$ cat config.mk
export PLATFORM = sky130hd
export DESIGN_NAME = wb_master_bridge
export DESIGN_NICKNAME = d
export VERILOG_FILES = /design/src/rtl/wb_master_bridge.sv
export SDC_FILE = /design/constraint.sdc
export NUM_CORES = 1
export LEC_CHECK = 0
export CORE_UTILIZATION = 55
export CTS_CLUSTER_SIZE = 16
export DETAILED_ROUTE_END_ITERATION = 8
export DONT_BUFFER_PORTS = 1
export PLACE_DENSITY_LB_ADDON = 0.08
export SLEW_MARGIN = 40
export SYNTH_ARGS = -nofsm -noshare
export SYNTH_HDL_FRONTEND = slang
export SYNTH_SLANG_ARGS = --single-unit
$ cat constraint.sdc
create_clock -name clk -period 4.6 [get_ports clk]
set_clock_uncertainty 0.15 [all_clocks]
set_input_delay 1.15 -clock clk [delete_from_list [all_inputs] [get_ports clk]]
set_output_delay 1.15 -clock clk [all_outputs]
set_load 0.05 [all_outputs]
$ cat src/rtl/wb_master_bridge.sv
// Classic Wishbone initiator: one valid/ready command becomes one bus cycle,
// and the result comes back on a valid/ready response stream. Optional bus timeout.
module wb_master_bridge #(
    parameter int DATA_WIDTH     = 32,
    parameter int ADDR_WIDTH     = 16,
    parameter int SELECT_WIDTH   = DATA_WIDTH / 8,
    parameter int TIMEOUT_CYCLES = 256
) (
    input  logic                    clk,
    input  logic                    rst,
    // Both streams: a transfer happens on a rising edge where valid && ready;
    // a producer holds its payload stable while valid is high and ready is low.
    input  logic                    cmd_valid,
    output logic                    cmd_ready,
    input  logic                    cmd_we,
    input  logic [ADDR_WIDTH-1:0]   cmd_adr,
    input  logic [DATA_WIDTH-1:0]   cmd_dat,
    input  logic [SELECT_WIDTH-1:0] cmd_sel,
    output logic                    rsp_valid,
    input  logic                    rsp_ready,
    output logic [DATA_WIDTH-1:0]   rsp_dat,
    output logic                    rsp_err,
    output logic                    rsp_timeout,
    output logic [ADDR_WIDTH-1:0]   adr_o,
    output logic [DATA_WIDTH-1:0]   dat_o,
    input  logic [DATA_WIDTH-1:0]   dat_i,
    output logic                    we_o,
    output logic [SELECT_WIDTH-1:0] sel_o,
    output logic                    stb_o,
    output logic                    cyc_o,
    input  logic                    ack_i,
    input  logic                    err_i,
    output logic [1:0]              state_o
);

    typedef enum logic [1:0] {
        IDLE = 2'd0,
        BUS  = 2'd1,
        RESP = 2'd2
    } state_e;

    // A zero timeout would give a zero-width counter; keep one bit so it still elaborates.
    localparam int CNT_W = (TIMEOUT_CYCLES > 0) ? $clog2(TIMEOUT_CYCLES + 1) : 1;
    localparam logic [CNT_W-1:0] CNT_LAST = CNT_W'(TIMEOUT_CYCLES - 1);
    localparam bit TIMEOUT_EN = (TIMEOUT_CYCLES != 0);

    state_e                  state_q, state_d;
    logic [CNT_W-1:0]        cnt_q, cnt_d;
    logic [ADDR_WIDTH-1:0]   adr_q, adr_d;
    logic [DATA_WIDTH-1:0]   dat_q, dat_d;
    logic                    we_q, we_d;
    logic [SELECT_WIDTH-1:0] sel_q, sel_d;
    logic                    bus_q, bus_d;
    logic                    rsp_valid_q, rsp_valid_d;
    logic [DATA_WIDTH-1:0]   rsp_dat_q, rsp_dat_d;
    logic                    rsp_err_q, rsp_err_d;
    logic                    rsp_to_q, rsp_to_d;

    assign cmd_ready   = (state_q == IDLE) && !rst;
    assign adr_o       = adr_q;
    assign dat_o       = dat_q;
    assign we_o        = we_q;
    assign sel_o       = sel_q;
    assign cyc_o       = bus_q;
    assign stb_o       = bus_q;
    assign rsp_valid   = rsp_valid_q;
    assign rsp_dat     = rsp_dat_q;
    assign rsp_err     = rsp_err_q;
    assign rsp_timeout = rsp_to_q;
    assign state_o     = state_q;

    always_comb begin
        state_d     = state_q;
        cnt_d       = cnt_q;
        adr_d       = adr_q;
        dat_d       = dat_q;
        we_d        = we_q;
        sel_d       = sel_q;
        bus_d       = bus_q;
        rsp_valid_d = rsp_valid_q;
        rsp_dat_d   = rsp_dat_q;
        rsp_err_d   = rsp_err_q;
        rsp_to_d    = rsp_to_q;
        unique case (state_q)
            IDLE: begin
                if (cmd_valid && cmd_ready) begin
                    adr_d   = cmd_adr;
                    dat_d   = cmd_dat;
                    we_d    = cmd_we;
                    sel_d   = cmd_sel;
                    bus_d   = 1'b1;
                    cnt_d   = '0;
                    state_d = BUS;
                end
            end
            BUS: begin
                cnt_d = cnt_q + 1'b1;
                // err has priority over ack, and both over the timeout.
                if (err_i || ack_i || (TIMEOUT_EN && cnt_q == CNT_LAST)) begin
                    bus_d       = 1'b0;
                    rsp_valid_d = 1'b1;
                    cnt_d       = '0;
                    state_d     = RESP;
                    if (err_i) begin
                        rsp_err_d = 1'b1;
                        rsp_to_d  = 1'b0;
                        rsp_dat_d = '0;
                    end else if (ack_i) begin
                        rsp_err_d = 1'b0;
                        rsp_to_d  = 1'b0;
                        rsp_dat_d = we_q ? '0 : dat_i;
                    end else begin
                        rsp_err_d = 1'b1;
                        rsp_to_d  = 1'b1;
                        rsp_dat_d = '0;
                    end
                end
            end
            RESP: begin
                if (rsp_ready) begin
                    rsp_valid_d = 1'b0;
                    rsp_dat_d   = '0;
                    rsp_err_d   = 1'b0;
                    rsp_to_d    = 1'b0;
                    state_d     = IDLE;
                end
            end
            default: begin
                state_d = IDLE;
                bus_d   = 1'b0;
            end
        endcase
    end

    always_ff @(posedge clk) begin
        if (rst) begin
            state_q     <= IDLE;
            cnt_q       <= '0;
            adr_q       <= '0;
            dat_q       <= '0;
            we_q        <= 1'b0;
            sel_q       <= '0;
            bus_q       <= 1'b0;
            rsp_valid_q <= 1'b0;
            rsp_dat_q   <= '0;
            rsp_err_q   <= 1'b0;
            rsp_to_q    <= 1'b0;
        end else begin
            state_q     <= state_d;
            cnt_q       <= cnt_d;
            adr_q       <= adr_d;
            dat_q       <= dat_d;
            we_q        <= we_d;
            sel_q       <= sel_d;
            bus_q       <= bus_d;
            rsp_valid_q <= rsp_valid_d;
            rsp_dat_q   <= rsp_dat_d;
            rsp_err_q   <= rsp_err_d;
            rsp_to_q    <= rsp_to_d;
        end
    end

endmodule
==> results of run 1 <==
worst reg2reg max path, cell delays in order (launching register included):
cell and delay, ps:
dfxtp_1 370, ha_1 220, and3_1 190, and3_1 190, ha_1 220, or3_1 360, a21boi_2 140, buf_4 320
a22oi_1 120, nor2_1 120
state kept, by name (all words and copies together), names as in the netlist:
| signal | cells |
|---|---|
| cnt_q | 9 |
| rsp_err | 1 |
| sel_o | 4 |
| adr_o | 16 |
| rsp_valid | 1 |
| we_o | 1 |
| state_o | 2 |
| cyc_o | 1 |
| dat_o | 32 |
| rsp_dat | 32 |
| rsp_timeout | 1 |
placed cells by master, fill, tap and decap left out, types with 2 or more instances in the layout:
cell type	synthesis	final
nor2_1	44	44
nand2_1	59	59
ha_1	2	2
clkbuf_8	0	10
nand2b_1	54	54
inv_1	4	4
inv_6	0	3
a21oi_1	5	5
o21ai_0	55	55
a21o_1	2	2
nand3b_1	2	2
nor2b_1	2	2
o21ba_2	2	2
nor3_1	3	2
a22oi_1	32	32
dfxtp_2	0	2
and2b_1	2	2
dfxtp_1	100	98
xor2_1	3	3
and3_1	4	4
a211oi_1	2	2
nand3_1	4	4
worst max path at each step:
stage	startpoint	endpoint	slack [ps]	cells after the start
after floorplan	rst	cmd_ready	920	2
after global placement	rst	cmd_ready	1500	1
after detailed placement	rst	cmd_ready	1490	1
after CTS	rst	cmd_ready	1490	1
after global routing	state_o[1]	cmd_ready	1660	1
final	rst	cmd_ready	1630	1
layout make-up:
cell class                 count  area, µm²  area share, %
tap                           77       96.3           2.42
clock buffer                  10        138           3.46
clock inverter                 6       80.1           2.01
sequential                   100       2000           50.4
multi-input combinational    291       1620           40.7
timing repair buffer           2       27.5          0.692
inverter                       4       15.0          0.377
kinds of logic after synthesis:
family	Yosys count	share of synthesized area, %
and+or+nand+nor	181	23.7
muxes	1	0.299
DFF	100	53.2
xor gates and xnor gates	3	0.698
adders and majority gates	2	0.665
buffers and inverters	37	4.25
AOI/OAI and AO/OA	104	17.2
synthesized netlist by cell type:
library cell  instances  area (µm²)
buf_4                 2        15.0
buf_2                 5        25.0
and2b_1               2        15.0
a21o_1                2        15.0
inv_1                 4        15.0
and3_1                4        25.0
o21ba_2               2        20.0
o22a_1                1        8.76
and4b_2               1        11.3
nor2_1               44         165
nor3_1                3        15.0
or3_4                 1        11.3
o22ai_1               1        6.26
o2111ai_1             1        8.76
buf_6                 1        11.3
clkbuf_1             25        93.8
or2b_1                1        7.51
a211oi_1              2        15.0
or3_1                 1        6.26
o311ai_2              1        16.3
nor2b_1               2        12.5
nand2b_1             54         338
or4b_4                1        13.8
xor2_1                3        26.3
a22oi_1              32         240
o21ai_2               1        8.76
nand3b_1              2        15.0
dfxtp_1             100        2000
nand2_1              59         221
and2_1                1        6.26
o21ai_0              55         275
a21boi_1              1        7.51
mux2_2                1        11.3
nand3_1               4        20.0
and3b_1               1        8.76
a21oi_1               5        25.0
ha_1                  2        25.0
routing by layer:
| metal | vias to the layer above | GRT usage (%) |
|---|---|---|
| met5 | - | 0 |
| met4 | 0 | 5.86 |
| met3 | 12 | 9.44 |
| met2 | 99 | 35.2 |
| met1 | 1274 | 25.3 |
| li1 | 1384 | - |
through the flow:
| stage | std cells | utilization (%) | power (mW) | area (µm²) | hold slack (ps) |
|---|---|---|---|---|---|
| 2_1_floorplan | 428 | - | 1.22 | 3760 | 314 |
| 3_3_place_gp | 474 | 57.8 | 1.23 | 3750 | 328 |
| 3_5_place_dp | 474 | 57.8 | 1.24 | 3750 | 336 |
| 4_1_cts | 490 | 61.2 | 1.82 | 3970 | 351 |
| 5_1_grt | 490 | 61.3 | 1.88 | 3980 | 380 |
| 6_report | 490 | 61.3 | 1.81 | 3980 | 346 |
power by group through the flow:
stage | clock [mW] | sequential, mW | combinational, mW
after floorplan | 0 | 1.12 | 0.103
after global placement | 0 | 1.13 | 0.0976
after detailed placement | 0 | 1.13 | 0.103
after CTS | 0.607 | 1.11 | 0.103
after global routing | 0.640 | 1.12 | 0.117
final | 0.589 | 1.11 | 0.101
==> impl_metrics.ini, run 1 <==
[status]
run_status = finished with violations
violations = design-rule violations

[floorplanning]
core_area_mm2 = 0.00649
die_area_mm2 = 0.00718
io_pins = 184
initial_core_util_pct = 57.9
row_count = 29
die_h_um = 84.7
fp.dieW_um = 84.7

[logic_synthesis]
synth_cells = 428
yosysSeqAreaShare_pct = 53.2
yosysWarningCount = 0
syn_avg_cell_area_um2 = 8.79
synth.distinct_cells = 37
syn_nets = 521
yosys_register_bits = 100
syn-cell-area_mm2 = 0.00376

[clock_network]
post_cts_resized = 0
postCtsSetupBuffers = 0
path_clk_slew_ps = 100
clock_sinks = 100
holdBufCountCts = 0
cts_tree = built
clock_path_buffers = 2
numCtsBuffers = 9
cts_root_buffer = clkbuf_8
htreeDepth = 3
insertion_delay_ps = 350

[timing]
worst_slew_margin_rel_pct = 45.2
rsz0062_at_grt = false
tightest_slew_ps = 821
setup_viol = 0
fin_crit_ps = 2970
tns_ps = 0
setup_slack_ps = 1630
hold_viol = 0
max_clock_freq_mhz = 337
final.period_utilization_pct = 64.5
slew_violations = 0

[final_layout]
final_layout_size_suffix_gt1_share_pct = 7.75
num_antenna_cells = 0
syn2layout_area_growth_pct = 5.75
layout.nets = 501
fillers = 570

[global_route]
antenna_found_initial = 0
grt_use_total_pct = 21.3
grt_pass1_wl_um = 12200
first_global_vias = 2572
overflow = 0
grt_max_degree = 109

[critical_path]
crit_type = in -> out
cp_slowest_cell = nor3_4
start_kind = input port
slowest_delay_ps = 470
cp_data_arrival_time_ps = 1670
r2r_end = rsp_dat[0]
rr_worst_depth = 9
path_buf_inv = 0
cp_max_fo = 99
r2r_setup_slack_ps = 2140
worst-endpoint-required_ps = 3300
cp_top_family = simple AND/OR/NAND/NOR gates
crit_chain = nor3_4
worstSetupEndpointType = primary output
reg2reg_from = cnt_q[0]

[placement]
pre_cts_slack_ps = 1490
dpl.hpwl_um = 5270
place_congestion = 0.748
port_buffers = 0

[hold_path]
whs_endpoint = cnt_q[6]
hp-class = reg -> reg
hold_path_startpoint = cnt_q[6]
min_delay_path_depth = 2

[power]
p_leak_nw = 1.43
worst_ir_drop_vdd_mv = 0.209
switching_power_mw = 0.571
pwr-share-seq_pct = 61.7
power_density_mw_per_mm2 = 454
netSwitchingFraction_pct = 31.6
power_frac_clock_pct = 32.6
p_comb_share_pct = 5.6
internal-power_mw = 1.23

[job]
drv_cap = 0

[drt]
drc = 7
viasPerCell = 5.65
drt_iter0_markers = 191
wl_per_cell_um = 16.0
antenna_left = 0
wirelength_um = 7850
wl_met2_um = 3900
dr.pass1.iters = 7
wl_met1_um = 3230
vias = 2769
dr_wl_met3_um = 635
routed.top_layer = met4
Note: power is estimated with default switching activity, not from simulation.
==> run 2, diff against run 1 <==
- clock period: 4.6 -> 2.5 ns (I/O delays scaled with it)
==> impl_metrics.ini, run 2 (synthesis gave the netlist of run 1 again) <==
[clock_network]
postCtsSetupBuffers = 0
holdBufCountCts = 0
htreeDepth = 3
clock_path_buffers = 2
insertion_delay_ps = 350
numCtsBuffers = 9
cts_root_buffer = clkbuf_8
cts_tree = built
post_cts_resized = 0
clock_sinks = 100
path_clk_slew_ps = 100

[final_layout]
num_antenna_cells = 0
final_cell_mix = 98 x dfxtp_1, 59 x nand2_1, 55 x o21ai_0, 54 x nand2b_1, 44 x nor2_1
final_layout_size_suffix_gt1_share_pct = 9.95
syn2layout_area_growth_pct = 9.01
fillers = 589
final_common_cell = dfxtp_1
layout.nets = 510

[global_route]
antenna_found_initial = 0
grt_max_degree = 100
grt_use_total_pct = 21.7
first_global_vias = 2617
overflow = 0
grt_pass1_wl_um = 12300

[drt]
dr.pass1.iters = 9
viasPerCell = 5.71
drc = 11
wirelength_um = 8350
vias = 2848
wl_per_cell_um = 16.7
antenna_left = 0
drt_iter0_markers = 151

[placement]
port_buffers = 0
pre_cts_slack_ps = 164
place_congestion = 0.747
dpl.hpwl_um = 5510

[timing]
final.period_utilization_pct = 95.5
tightest_slew_ps = 574
fin_crit_ps = 2390
setup_viol = 0
slew_violations = 0
max_clock_freq_mhz = 419
rsz0062_at_grt = false
holdWs_ps = 188
hold_viol = 0
worst_slew_margin_rel_pct = 61.7
setup_slack_ps = 113
tns_ps = 0

[critical_path]
crit_type = reg -> reg
cp_data_arrival_time_ps = 2540
worst-endpoint-required_ps = 2650
worstSetupEndpointType = register
start_kind = register
cp_max_fo = 8

[power]
worst_ir_drop_vdd_mv = 0.453
power_density_mw_per_mm2 = 807
p_leak_nw = 1.50
total_power_mw = 3.31

[job]
drv_cap = 0

[floorplanning]
core_area_mm2 = 0.00649
io_pins = 184
die_h_um = 84.7
die_area_mm2 = 0.00718
row_count = 29
fp.dieW_um = 84.7
initial_core_util_pct = 57.9

[status]
run_status = finished with violations
violations = design-rule violations

[hold_path]
hp-class = in -> reg
==> run 2: cell types whose count changed in the layout (fill, tap and decap cells not counted), moves of 2 or more <==
cell,change
buf_12,+2
buf_4,+4
clkbuf_16,+2
clkinvlp_4,+2
inv_6,-3
==> run 2: final cells by class <==
| type | count | area, µm² | area share, % |
|---|---|---|---|
| Clock buffer | 10 | 128 | 3.11 |
| Clock inverter | 6 | 72.6 | 1.77 |
| Timing Repair Buffer | 11 | 159 | 3.87 |
| Sequential cell | 100 | 2000 | 48.9 |
| Inverter | 4 | 15.0 | 0.366 |
| Multi-Input combinational cell | 291 | 1630 | 39.7 |
| Tap cell | 77 | 96.3 | 2.35 |
==> run 2: final timing paths <==
kind	endpoint	cells after the start	from	slack, ps
worst min-delay path	rsp_dat[25]	1	rst	190
worst max-delay path	rsp_dat[14]	9	cnt_q[4]	110
worst min register to register	cnt_q[0]	1	cnt_q[0]	330
worst max register to register	rsp_dat[14]	9	cnt_q[4]	110
==> run 2: power breakdown <==
group / leakage [nW] / total, mW / switching, mW / internal (mW)
registers: 0.818 / 2.02 / 0.343 / 1.68
logic: 0.589 / 0.260 / 0.146 / 0.114
clock network: 0.0906 / 1.03 / 0.556 / 0.472
total: 1.50 / 3.31 / 1.04 / 2.27
==> run 2: metrics by stage <==
| step | cells | utilization (%) | area (µm²) |
|---|---|---|---|
| final | 499 | 63.2 | 4100 |
| after detailed placement | 480 | 58.9 | 3820 |
| after global placement | 480 | 58.9 | 3820 |
| after CTS | 496 | 62.0 | 4020 |
| after global routing | 499 | 63.2 | 4100 |
| after floorplan | 428 | - | 3770 |
==> run 2: critical path, cell delays in order, from the launching register on <==
cell,delay (ps)
dfxtp_1,330
and3_1,210
and3_1,220
and3_1,190
ha_2,200
or3_4,350
a21boi_4,300
clkbuf_16,220
a22oi_1,60
nor2_1,110
==> run 2: metal layers <==
metal	vias to the layer above	share of wire, %	track usage (%)
li1	1409	-	-
met1	1288	40	23.8
met2	132	48	37.2
met3	19	8.8	7.77
met4	0	2.7	11.1
met5	-	0	0
==> run 3, diff against run 2 <==
- clock period: 2.5 -> 2.2 ns (I/O delays scaled with it)
==> impl_metrics.ini, run 3 (synthesis gave the netlist of run 1 again) <==
[drt]
wl_per_cell_um = 16.3
dr.pass1.iters = 9
wirelength_um = 8320
vias = 2866
viasPerCell = 5.62
drc = 12
drt_iter0_markers = 157
antenna_left = 0

[placement]
port_buffers = 0
place_congestion = 0.771
dpl.hpwl_um = 5400
pre_cts_slack_ps = 12.8
placed_area_mm2 = 0.00390
dp.cells = 489

[timing]
hold_viol = 0
setup_viol = 3
rsz0062_at_grt = true
fin_crit_ps = 2230
slew_violations = 0
setup_slack_ps = -32.7
tns_ps = -58.8
max_clock_freq_mhz = 448
final.period_utilization_pct = 101
tightest_slew_ps = 555
worst_slew_margin_rel_pct = 63.0
holdWs_ps = 103

[global_route]
grt_pass1_wl_um = 12500
grt_use_total_pct = 22.1
antenna_found_initial = 0
first_global_vias = 2656
overflow = 0
grt_max_degree = 100

[clock_network]
htreeDepth = 3
clock_path_buffers = 2
cts_root_buffer = clkbuf_8
holdBufCountCts = 0
cts_tree = built
clock_sinks = 100
numCtsBuffers = 9
path_clk_slew_ps = 90
insertion_delay_ps = 350

[status]
run_status = finished with violations
violations = design-rule violations, negative setup slack

[critical_path]
cp_slowest_cell = or3_4
crit_type = reg -> reg
crit_chain = and3_4 -> and3_4 -> and3_4 -> ha_4 -> or3_4 -> a21boi_4 -> buf_12 -> clkbuf_16 -> a22oi_2 -> nor2_1
worstSetupEndpointType = register
cp_data_arrival_time_ps = 2370
rr_worst_depth = 10
cp.depth = 10
crit_top_cell = and3_4
path_buf_inv = 2
start_kind = register
slowest_delay_ps = 340
worst-endpoint-required_ps = 2340
cp_top_family = simple AND/OR/NAND/NOR gates
cp_max_fo = 8

[power]
total_power_mw = 3.71
p_leak_nw = 1.56
worst_ir_drop_vdd_mv = 0.526
power_density_mw_per_mm2 = 855

[final_layout]
fillers = 517
layout.nets = 521
final_cell_area_mm2 = 0.00434
syn2layout_area_growth_pct = 15.2
final_common_cell = dfxtp_1
num_antenna_cells = 0
final_layout_size_suffix_gt1_share_pct = 18.5
final_cell_mix = 96 x dfxtp_1, 59 x nand2_1, 55 x o21ai_0, 54 x nand2b_1, 44 x nor2_1
fin_cells = 510
final_util_pct = 66.8

[floorplanning]
initial_core_util_pct = 57.9
core_area_mm2 = 0.00649
row_count = 29
die_h_um = 84.7
die_area_mm2 = 0.00718
io_pins = 184
fp.dieW_um = 84.7

[hold_path]
hp-class = in -> reg
min_delay_path_depth = 1

[job]
drv_cap = 0
## run 3: where the power goes
group          internal, mW  switching [mW]
combinational         0.154           0.177
clock                 0.433           0.643
sequential             1.91           0.390
## run 3: per-layer routing
metal | GRT usage [%] | vias up | wire length (µm)
met5 | 0 | - | 0
li1 | - | 1429 | -
met3 | 8.26 | 13 | 742
met1 | 26.4 | 1287 | 3450
met4 | 8.78 | 0 | 136
met2 | 36.0 | 137 | 3990
## run 3: timing repair
| item | CTS | global route |
|---|---|---|
| resized for setup | 1 | 30 |
| setup endpoints to repair | 1 | 36 |
| pin swaps | 0 | 17 |
| cloned | 0 | 4 |
| setup buffers | 0 | 1 |
| endpoints found under the hold margin | 0 | 0 |
## run 3: cell type report
class / count / area [µm²] / area share [%]
multi-input cells: 291 / 1780 / 41.0
repair buffers: 22 / 259 / 5.97
clock buffers: 10 / 128 / 2.94
well taps: 77 / 96.3 / 2.22
clock inverters: 6 / 51.3 / 1.18
inverters: 4 / 15.0 / 0.346
flip-flops and latches: 100 / 2010 / 46.3
## run 3: path summary, 6_finish.rpt
check | from | to | slack (ps)
max | cnt_q[2] | rsp_dat[12] | -30
max reg2reg | cnt_q[2] | rsp_dat[12] | -30
min reg2reg | cnt_q[8] | cnt_q[8] | 360
min | rst | rsp_dat[13] | 100
